===== src/rtl/matrix_pkg.sv =====
// Shared constants and state encoding for the LED stream receiver.
// Field positions describe one 32-bit APA102-style pixel word.
package matrix_pkg;

    localparam int FRAME_BITS      = 32;
    localparam int START_ZEROS_DEF = 32;

    localparam logic [2:0] PIX_HDR = 3'b111;

    localparam int HDR_MSB = 31;
    localparam int HDR_LSB = 29;
    localparam int BRT_MSB = 28;
    localparam int BRT_LSB = 24;
    localparam int BLU_MSB = 23;
    localparam int BLU_LSB = 16;
    localparam int GRN_MSB = 15;
    localparam int GRN_LSB = 8;
    localparam int RED_MSB = 7;
    localparam int RED_LSB = 0;

    typedef enum logic {
        HUNT  = 1'b0,
        PIXEL = 1'b1
    } rx_state_e;

endpackage


===== src/rtl/led_edge_sync.sv =====
// Synchronises the LED clock/data pair into the system clock domain.
// Emits a registered strobe on each synced led_clk falling edge.
module led_edge_sync #(
    parameter int SYNC_STAGES = 2
) (
    input  logic clk,
    input  logic reset,
    input  logic led_clk_i,
    input  logic led_data_i,
    output logic bit_stb_o,
    output logic bit_val_o
);

    logic [SYNC_STAGES-1:0] clk_sync_q;
    logic [SYNC_STAGES-1:0] dat_sync_q;
    logic                   clk_prev_q;

    // Clock and data travel through identical chains so they stay aligned
    always_ff @(posedge clk or posedge reset) begin
        if (reset) begin
            clk_sync_q <= '0;
            dat_sync_q <= '0;
            clk_prev_q <= 1'b0;
            bit_stb_o  <= 1'b0;
            bit_val_o  <= 1'b0;
        end else begin
            clk_sync_q[0] <= led_clk_i;
            dat_sync_q[0] <= led_data_i;
            for (int i = 1; i < SYNC_STAGES; i++) begin
                clk_sync_q[i] <= clk_sync_q[i-1];
                dat_sync_q[i] <= dat_sync_q[i-1];
            end
            clk_prev_q <= clk_sync_q[SYNC_STAGES-1];
            bit_stb_o  <= clk_prev_q & ~clk_sync_q[SYNC_STAGES-1];
            bit_val_o  <= dat_sync_q[SYNC_STAGES-1];
        end
    end

endmodule


===== src/rtl/matrix_stream_rx.sv =====
// Deserialises the LED clock/data stream into per-pixel words.
// Hunts for a zero run, then captures NUM_PIXELS words per frame.
module matrix_stream_rx
    import matrix_pkg::*;
#(
    parameter int NUM_PIXELS  = 64,
    parameter int START_ZEROS = START_ZEROS_DEF,
    parameter int SYNC_STAGES = 2
) (
    input  logic                          clk,
    input  logic                          reset,
    input  logic                          led_clk,
    input  logic                          led_data,
    output logic                          pix_valid,
    input  logic                          pix_ready,
    output logic [$clog2(NUM_PIXELS)-1:0] pix_index,
    output logic [4:0]                    pix_bright,
    output logic [7:0]                    pix_b,
    output logic [7:0]                    pix_g,
    output logic [7:0]                    pix_r,
    output logic                          frame_done,
    output logic                          frame_err,
    output logic                          overflow
);

    localparam int IDXW = $clog2(NUM_PIXELS);
    localparam int ZW   = $clog2(START_ZEROS + 1);
    localparam logic [IDXW-1:0] LAST_PIX = IDXW'(NUM_PIXELS - 1);
    localparam logic [ZW-1:0]   ZFULL    = ZW'(START_ZEROS);

    logic bit_stb;
    logic bit_val;

    led_edge_sync #(
        .SYNC_STAGES (SYNC_STAGES)
    ) u_sync (
        .clk        (clk),
        .reset      (reset),
        .led_clk_i  (led_clk),
        .led_data_i (led_data),
        .bit_stb_o  (bit_stb),
        .bit_val_o  (bit_val)
    );

    rx_state_e               state_q;
    logic [ZW-1:0]           zcnt_q;
    logic [4:0]              bcnt_q;
    logic [IDXW-1:0]         pcnt_q;
    logic [FRAME_BITS-2:0]   shift_q;

    logic [FRAME_BITS-1:0]   word_d;
    logic                    complete_d;
    logic                    push_d;
    logic                    load_d;

    // Word as it stands once the current bit is shifted in
    always_comb begin
        word_d     = {shift_q, bit_val};
        complete_d = bit_stb && (state_q == PIXEL) && (bcnt_q == 5'd31);
        push_d     = complete_d && (word_d[HDR_MSB:HDR_LSB] == PIX_HDR);
        load_d     = push_d && (!pix_valid || pix_ready);
    end

    // Frame FSM: zero-run hunting, bit/pixel counting, error flag
    always_ff @(posedge clk or posedge reset) begin
        if (reset) begin
            state_q    <= HUNT;
            zcnt_q     <= '0;
            bcnt_q     <= '0;
            pcnt_q     <= '0;
            shift_q    <= '0;
            frame_done <= 1'b0;
            frame_err  <= 1'b0;
        end else begin
            frame_done <= 1'b0;
            if (bit_stb) begin
                unique case (state_q)
                    HUNT: begin
                        if (!bit_val) begin
                            if (zcnt_q != ZFULL) zcnt_q <= zcnt_q + 1'b1;
                        end else if (zcnt_q == ZFULL) begin
                            state_q <= PIXEL;
                            shift_q <= (FRAME_BITS-1)'(1);
                            bcnt_q  <= 5'd1;
                            pcnt_q  <= '0;
                        end else begin
                            zcnt_q <= '0;
                        end
                    end
                    PIXEL: begin
                        if (!complete_d) begin
                            shift_q <= word_d[FRAME_BITS-2:0];
                            bcnt_q  <= bcnt_q + 1'b1;
                        end else if (!push_d) begin
                            frame_err <= 1'b1;
                            state_q   <= HUNT;
                            zcnt_q    <= '0;
                        end else if (pcnt_q == LAST_PIX) begin
                            frame_done <= 1'b1;
                            state_q    <= HUNT;
                            zcnt_q     <= '0;
                        end else begin
                            pcnt_q <= pcnt_q + 1'b1;
                            bcnt_q <= '0;
                        end
                    end
                    default: state_q <= HUNT;
                endcase
            end
        end
    end

    // Single-entry output register with valid/ready handshake
    always_ff @(posedge clk or posedge reset) begin
        if (reset) begin
            pix_valid  <= 1'b0;
            pix_index  <= '0;
            pix_bright <= '0;
            pix_b      <= '0;
            pix_g      <= '0;
            pix_r      <= '0;
            overflow   <= 1'b0;
        end else begin
            if (load_d) begin
                pix_valid  <= 1'b1;
                pix_index  <= pcnt_q;
                pix_bright <= word_d[BRT_MSB:BRT_LSB];
                pix_b      <= word_d[BLU_MSB:BLU_LSB];
                pix_g      <= word_d[GRN_MSB:GRN_LSB];
                pix_r      <= word_d[RED_MSB:RED_LSB];
            end else if (pix_valid && pix_ready) begin
                pix_valid <= 1'b0;
            end
            if (push_d && pix_valid && !pix_ready) overflow <= 1'b1;
        end
    end

endmodule


===== config.mk =====
export PLATFORM = sky130hd
export DESIGN_NAME = matrix_stream_rx
export DESIGN_NICKNAME = d
export VERILOG_FILES = /design/src/rtl/matrix_pkg.sv /design/src/rtl/led_edge_sync.sv /design/src/rtl/matrix_stream_rx.sv
export SDC_FILE = /design/constraint.sdc
export NUM_CORES = 1
export LEC_CHECK = 0
export CORE_ASPECT_RATIO = 0.9
export CORE_MARGIN = 3
export CORE_UTILIZATION = 45
export CTS_CLUSTER_SIZE = 24
export DETAILED_ROUTE_END_ITERATION = 10
export PLACE_DENSITY = 0.7
export SLEW_MARGIN = 20
export SYNTH_ARGS = -nofsm -noshare
export SYNTH_HDL_FRONTEND = slang
export SYNTH_HIERARCHICAL = 1
export SYNTH_SLANG_ARGS = --single-unit

===== constraint.sdc =====
create_clock -name clk -period 9.6 [get_ports clk]
set_input_delay 2.4 -clock clk [delete_from_list [all_inputs] [get_ports clk]]
set_output_delay 2.4 -clock clk [all_outputs]
set_load 0.005 [all_outputs]

## Yosys cells after proc, flatten, opt, wreduce, memory -nomap -nowiden

Index checks and enable logic that the tools add are counted.
Widths: inputs -> output; s select.

| operators by class | value |
|---|---|
| add/subtract/negate cells | 3 |
| equal/unequal tests | 16 |
| multiplexer cells | 36 |
| bitwise logic cells | 4 |
| reduce and logical (&&, ||, !) cells | 16 |

Operators with widths:

| kind | count |
|---|---|
| $mux 31 | 3 |
| $mux 6 | 11 |
| $pmux 31 s2 | 1 |
| $mux 5 | 5 |
| $pmux 6 s2 | 2 |
| $add 6x1->6 const B | 2 |
| $eq 6x6->1 const B | 2 |
| $mux 1 | 12 |
| $pmux 5 s2 | 1 |
| $reduce_and 5->1 | 2 |
| $ne 3x2->1 const B | 3 |
| $reduce_and 4->1 | 2 |
| $logic_and 1x1->1 | 7 |
| $ne 2x1->1 const B | 3 |
| $ne 2x2->1 const B | 3 |
| $ne 3x3->1 const B | 2 |
| $ne 6x6->1 const B | 1 |
| $reduce_and 6->1 | 1 |
| $add 5x1->5 const B | 1 |
| $eq 5x5->1 const B | 1 |
| $eq 3x3->1 const B | 1 |
| $not 1->1 | 3 |
| $logic_not 1->1 | 2 |
| $pmux 1 s2 | 1 |
| 3 further kinds | 3 |

| storage, ports and cells | value |
|---|---|
| register bits | 95 |
| bits of input ports | 5 |
| output and inout bits | 39 |
| logic and storage cells | 94 |

## Longest topological paths before layout

Gate-level depths: netlist of run 1.

| depth | value |
|---|---|
| depth in word-level cells | 7 |
| gate-level depth with buffers | 9 |
| depth with buffers taken out | 7 |

## Modules after synthesis

Netlist of run 1, hierarchy kept.

Modules (own cells, without submodules):

| module | instances | cells an instance | area each (µm²) | seq. area each (µm²) |
|---|---|---|---|---|
| matrix_stream_rx | 1 | 273 | 3,634.7 | 2,202.1 |
| led_edge_sync | 1 | 9 | 192.7 | 175.2 |

## Worst setup path before layout of run 1

No wires, ideal clock.

| timing path | value |
|---|---|
| kind | input-to-reg |
| start | input pix_ready |
| end | register pix_b[0] |
| setup time | 125 ps |
| arrival | 3,231 ps |
| required time | 9,475 ps |
| slack | 6,244 ps |
| stages on the path | 4 |
| path buffers | 1 |
| path through | nor2b_1 > nor2_2 > buf_4 > mux2_2 |

| between the ends | value |
|---|---|
| cells in the longest elaborated chain, start to end | 2 |

Ends and longest elaborated chain:

| what | RTL line | source |
|---|---|---|
| from (decl) | matrix_stream_rx.sv:15 | `input logic pix_ready,` |
| $logic_or 1x1->1 | matrix_stream_rx.sv:61 | `load_d = push_d && (!pix_valid \|\| pix_ready);` |
| $logic_and 1x1->1 | matrix_stream_rx.sv:61 |  |
| to (signal assigned) | matrix_stream_rx.sv:128 | `pix_b <= word_d[BLU_MSB:BLU_LSB];` |
| to (decl) | matrix_stream_rx.sv:18 | `output logic [7:0] pix_b,` |

Every way passes these cells.
A chain may end at the register's enable or synchronous reset.

## Worst setup path in the final report of run 1

| timing path | value |
|---|---|
| start | input pix_ready |
| end | register pix_b[7] |

The elaborated chain is that of the path after synthesis.

==> impl_metrics.csv, run 1 <==
group,metric,value,unit
layout,layout-drive-gt1-share,20.4,%
run_status,outcome,"complete, no violations",
power,p_leak,0.00214,uW
timing,setup_ws,5.68,ns
yosys,synth_cell_type_count,50,
floorplan,dieArea,0.00965,mm^2
yosys,synthesis.area,0.00383,mm^2
yosys,post_synth_inst_count,282,
yosys,synth_edf_count,0,
cts,cts_buffers,9,
route,dr.pass1.iters,4,
place,port-buffer-count,43,
timing,hold_viol_final,0,
route,drt_iter0_markers,103,
cts,cts-root-buf,"clkbuf_8",
place,place.gp.congestion,0.720,
timing,worstMarginPinSlew,1.03,ns
power,vdd_drop_max,0.000106,V
critical_path,crit_fanout,35,
yosys,avgSynthCellArea,13.6,um^2
timing,finalClockSkew,0.00711,ns
route,vias,2439,
critical_path,critPathRequiredTime,9.84,ns
place,detailed_place_hpwl,4.43,mm
cts,ctsLongestPathBuffers,2,
timing,tns,0,ns
global_routing,first_global_vias,2508,
timing,max_slew_margin,31.2,%
timing,timing.fmax,255,MHz
yosys,synthTopCellsByArea,"dfrtp_1 62%, mux2_2 11%, a22o_1 7.3%",
yosys,ys_top_cells_by_count,"95 x dfrtp_1, 36 x mux2_2, 32 x a22o_1",
yosys,synth.top_cell.area_share,62.1,%
timing,fin_crit_sh,40.8,%
cts,cts_setup_buffers,0,
yosys,yosysSeqAreaShare,62.1,%
global_routing,grt-ovfl-total,0,
critical_path,path_class,"primary input to register",
yosys,synth_ff_type,"dfrtp_1",
critical_path,cp-start-kind,"primary input",
hold_path,hp-class,"register to register",
global_routing,grt_usage,15.3,%
timing,rsz0062_at_grt,"false",
route,routed_wl,6.79,mm
global_routing,grt_pass1_wl,11.8,mm
floorplan,io_pins,44,
floorplan,die_h,93.5,um
critical_path,cp.arrival,4.16,ns
route,viasPerCell,5.70,
cts,cts_hold_buf,0,
yosys,synth_nets,292,
floorplan,rows,31,
cts,clkTransAtPathRegs,0.09,ns
cts,cts.repair.resized,0,
power,power_density,155,mW/mm^2
route,antenna_left,0,
yosys,ys_ff_latch,95,
layout,antenna_cells,0,
yosys,synthArstFlopShare,100,%
cts,clkSinkCount,95,
cts,h-tree-depth,3,
layout,fin_nets,334,
cts,tritoncts,"yes",
timing,maxSlewViolCount,0,
route,wl_per_cell,15.9,um
place,placed_cell_area,0.00434,mm^2
yosys,synth_top_cell_by_area,"dfrtp_1",
floorplan,start_util,47.0,%
layout,areaGrowthSynthToFinish,18.8,%
critical_path,end_kind,"register",
floorplan,core,0.00815,mm^2
yosys,synth_most_common_cell,"dfrtp_1",
timing,finalSetupViolCount,0,
floorplan,dieWidth,103,um
global_routing,grt_max_degree,66,
global_routing,antenna_found_initial,0,
route,drc,0,
layout,fin_area,0.00455,mm^2
cts,clk_latency,0.35,ns
place,place_ws,5.27,ns
yosys,yosys_warnings,6,
run,max-cap-violations,0,
timing,fin_crit,3.92,ns
cell families (layout without fill, tap and decap cells):
family	after synthesis	in the layout	synth area share, %
AOI/OAI and AO/OA	71	71	15.1
xor gates and xnor gates	1	1	0.229
adders and majority gates	5	5	1.63
buffers and inverters	24	71	2.81
DFF	95	95	62.1
muxes	37	37	10.9
and+or+nand+nor	49	49	7.23
registers in the layout (all words and copies together), names as in the netlist:
name	flops
pix_bright	5
shift_q	31
u_sync/dat_sync_q	2
state_q	1
frame_done	1
pix_g	8
bcnt_q	5
zcnt_q	6
pix_r	8
u_sync/bit_val_o	1
frame_err	1
u_sync/clk_sync_q	2
pix_index	6
overflow	1
u_sync/clk_prev_q	1
u_sync/bit_stb_o	1
pix_b	8
pix_valid	1
pcnt_q	6
layout by cell type (no fill, tap or decap), drive strengths merged, types with 2 or more instances in the layout:
cell type,count
inv,10
clkbuf,11
clkdlybuf4s50,43
a31oi,5
and3,6
nand2,13
or3,2
nand3,8
nor2b,2
o31ai,2
clkinvlp,2
buf,3
nor2,8
o21ai,7
ha,5
nor3,2
mux2,36
and2,2
a41oi,3
a22o,33
a311oi,3
o2bb2ai,2
dfrtp,95
a21o,2
a21oi,3
routing by layer:
metal,global-route usage (%),share of wire (%),routed length [um],up-vias
met5,0,0,0,-
met4,5.07,1.1,72,0
met3,4.25,4.3,294,9
met2,22.7,47,3180,58
met1,21.8,48,3240,1236
li1,-,-,-,1136
path summary, 6_finish.rpt:
kind                                 startpoint              endpoint  slack [ns]  depth (start not counted)
max                                   pix_ready              pix_b[7]        5.68                          4
max in group asynchronous                 reset              pix_b[7]        6.13                          3
min in group asynchronous                 reset  u_sync/clk_sync_q[0]        2.32                          2
min reg2reg                u_sync/dat_sync_q[1]      u_sync/bit_val_o        0.36                          0
min                        u_sync/dat_sync_q[1]      u_sync/bit_val_o        0.36                          0
max reg2reg                           bcnt_q[0]              pix_b[7]        6.78                          7
worst max-delay path, cell delays in order:
cell             delay [ns]
clkdlybuf4s50_1        0.46
nor2b_1                0.08
nor2_4                 0.78
mux2_2                 0.42
report_power, final:
| group | total [uW] | leakage, uW | switching [uW] | internal [uW] |
|---|---|---|---|---|
| sequential | 415 | 0.00131 | 10.1 | 405 |
| clock | 268 | 0.0000966 | 138 | 130 |
| combinational | 23.2 | 0.000738 | 15.1 | 8.10 |
| total | 707 | 0.00214 | 164 | 543 |
through the flow:
stage | std cells | util (%) | hold slack, ns | total power (uW)
final | 428 | 55.8 | 0.357 | 707
after global routing | 428 | 55.8 | 0.378 | 735
after CTS | 428 | 55.8 | 0.359 | 714
after detailed placement | 412 | 53.3 | 0.337 | 447
after global placement | 412 | 53.3 | 0.335 | 446
after floorplan | 282 | - | 0.331 | 440
cell type report:
cell class	instances	area, um^2
Tap cell	99	124
Sequential cell	95	2380
Multi-Input combinational cell	163	1350
Inverter	9	35.0
Fill cell	676	3600
Clock buffer	11	141
Timing Repair Buffer	46	453
Clock inverter	5	62.6
No activity file was read; power rests on OpenSTA's default activity.
==> run 2, diff against run 1 <==
--- a/config.mk
+++ b/config.mk
@@ -10,7 +10,7 @@
 export CORE_UTILIZATION = 45
 export CTS_CLUSTER_SIZE = 24
 export DETAILED_ROUTE_END_ITERATION = 10
-export PLACE_DENSITY = 0.7
+export PLACE_DENSITY = 0.73
 export SLEW_MARGIN = 20
 export SYNTH_ARGS = -nofsm -noshare
 export SYNTH_HDL_FRONTEND = slang
==> constraint.sdc (replaced) <==
create_clock -name clk -period 3.43 [get_ports clk]
set_input_delay 0.8575 -clock clk [delete_from_list [all_inputs] [get_ports clk]]
set_output_delay 0.8575 -clock clk [all_outputs]
set_load 0.005 [all_outputs]
==> impl_metrics.csv, run 2 (synthesis results as in run 1) <==
group,metric,value,unit
power,p_leak,0.00218,uW
critical_path,path_class,"register to register",
route,dr.pass1.iters,4,
critical_path,crit_fanout,30,
critical_path,reg2regPathDepth,8,
layout,antenna_cells,0,
route,drt_iter0_markers,92,
power,vdd_drop_max,0.000341,V
floorplan,core,0.00815,mm^2
floorplan,start_util,47.0,%
power,pwr-share-seq,55.4,%
layout,largest_register_ffs,31,
cts,clkTransAtPathRegs,0.09,ns
layout,top_register,"shift_q",
power,power_density,456,mW/mm^2
cts,clkSinkCount,95,
cts,ctsLongestPathBuffers,2,
route,viasPerCell,5.60,
critical_path,critPathRequiredTime,3.67,ns
power,power.switching,453,uW
timing,max_slew_margin,56.0,%
route,antenna_left,0,
floorplan,die_h,93.5,um
place,place.gp.congestion,0.762,
route,wl_per_cell,15.6,um
global_routing,grt_pass1_wl,11.5,mm
floorplan,io_pins,44,
timing,fin_crit,2.55,ns
hold_path,hold_depth,0,
power,combPwrFrac,3.2,%
layout,layout_commonest_cell,"dfrtp_1",
place,port-buffer-count,43,
critical_path,end_kind,"register",
timing,worstMarginPinSlew,0.659,ns
route,vias,2415,
global_routing,grt_max_degree,40,
timing,finalClockSkew,0.0104,ns
layout,areaGrowthSynthToFinish,20.4,%
timing,maxSlewViolCount,0,
layout,final_cell_mix,"95 x dfrtp_1, 43 x clkdlybuf4s50_1, 36 x mux2_2",
global_routing,grt-ovfl-total,0,
cts,h-tree-depth,3,
timing,hold_viol_final,0,
power,p_clk_share,41.4,%
floorplan,rows,31,
global_routing,grt_usage,15.2,%
critical_path,reg2reg_from,"bcnt_q[0]",
cts,tritoncts,"yes",
layout,layout-drive-gt1-share,21.1,%
timing,tns,0,ns
power,p_sw_share,21.6,%
cts,cts_hold_buf,0,
hold_path,hold_start,"u_sync/clk_sync_q[0]",
timing,finalSetupViolCount,0,
timing,fin_crit_sh,74.4,%
critical_path,cp.arrival,2.79,ns
floorplan,dieWidth,103,um
global_routing,antenna_found_initial,0,
cts,cts_buffers,9,
cts,cts-root-buf,"clkbuf_8",
layout,fin_nets,337,
timing,rsz0062_at_grt,"false",
cts,cts_setup_buffers,0,
cts,clk_latency,0.35,ns
run,max-cap-violations,0,
route,drc,0,
hold_path,hp-class,"register to register",
critical_path,cp-start-kind,"register",
cts,cts.repair.resized,0,
timing,finalHoldWorstSlack,0.353,ns
route,routed_wl,6.73,mm
floorplan,dieArea,0.00965,mm^2
global_routing,first_global_vias,2352,
power,p_int,1650,uW
timing,timing.fmax,392,MHz
run_status,outcome,"complete, no violations",
critical_path,critPathLaunch,"bcnt_q[0]",
place,detailed_place_hpwl,4.45,mm
run 2: cell types whose count changed in the layout (fill, tap and decap cells not counted):
cell / change
buf_4: +3
bufinv_16: +2
clkbuf_8: -1
clkinvlp_4: -1
run 2: stage by stage:
step	worst slack, ns	power (uW)	instances	instance area (um^2)	util (%)
after floorplan	0.294	1230	282	3830	-
after global placement	0.949	1250	415	4370	53.6
after detailed placement	0.881	1250	415	4370	53.6
after CTS	0.874	2130	431	4610	56.6
after global routing	0.697	2190	431	4610	56.6
final	0.877	2100	431	4610	56.6
run 2: worst paths after layout:
path	end	slack, ns
max	pix_g[7]	0.88
min	u_sync/clk_sync_q[1]	0.35
max reg2reg	pix_g[7]	0.88
min reg2reg	u_sync/clk_sync_q[1]	0.35
max in group asynchronous	pix_r[5]	1.71
min in group asynchronous	u_sync/dat_sync_q[0]	0.77
run 2: power groups by stage:
stage	logic [uW]	registers (uW)	clock network (uW)
after floorplan	63.6	1170	0
after global placement	66.7	1180	0
after detailed placement	69.5	1180	0
after CTS	70.0	1160	893
after global routing	78.3	1170	946
final	67.7	1160	871
run 2: worst max-delay path, cell delays in order (launching register included):
cell and delay (ns):
dfrtp_1 0.39, ha_1 0.21, and3_1 0.16, ha_1 0.30, and3_1 0.27, nand2_1 0.12
nor2_4 0.20, buf_4 0.39, mux2_2 0.39
run 2: cell type report:
class                      instances  area (um^2)
inverter                           9         35.0
clock inverter                     6          115
tap                               99          124
timing repair buffer              49          475
fill                             680         3540
multi-input combinational        163         1350
clock buffer                      10          128
sequential                        95         2380
run 2: metal layers:
layer  up-vias  GRT usage [%]  part of all wire, %
li1       1146              -                    -
met1      1222           22.3                   50
met2        45           21.4                   46
met3         2           4.33                  3.6
met4         0           5.39                 0.61
met5         -              0                    0
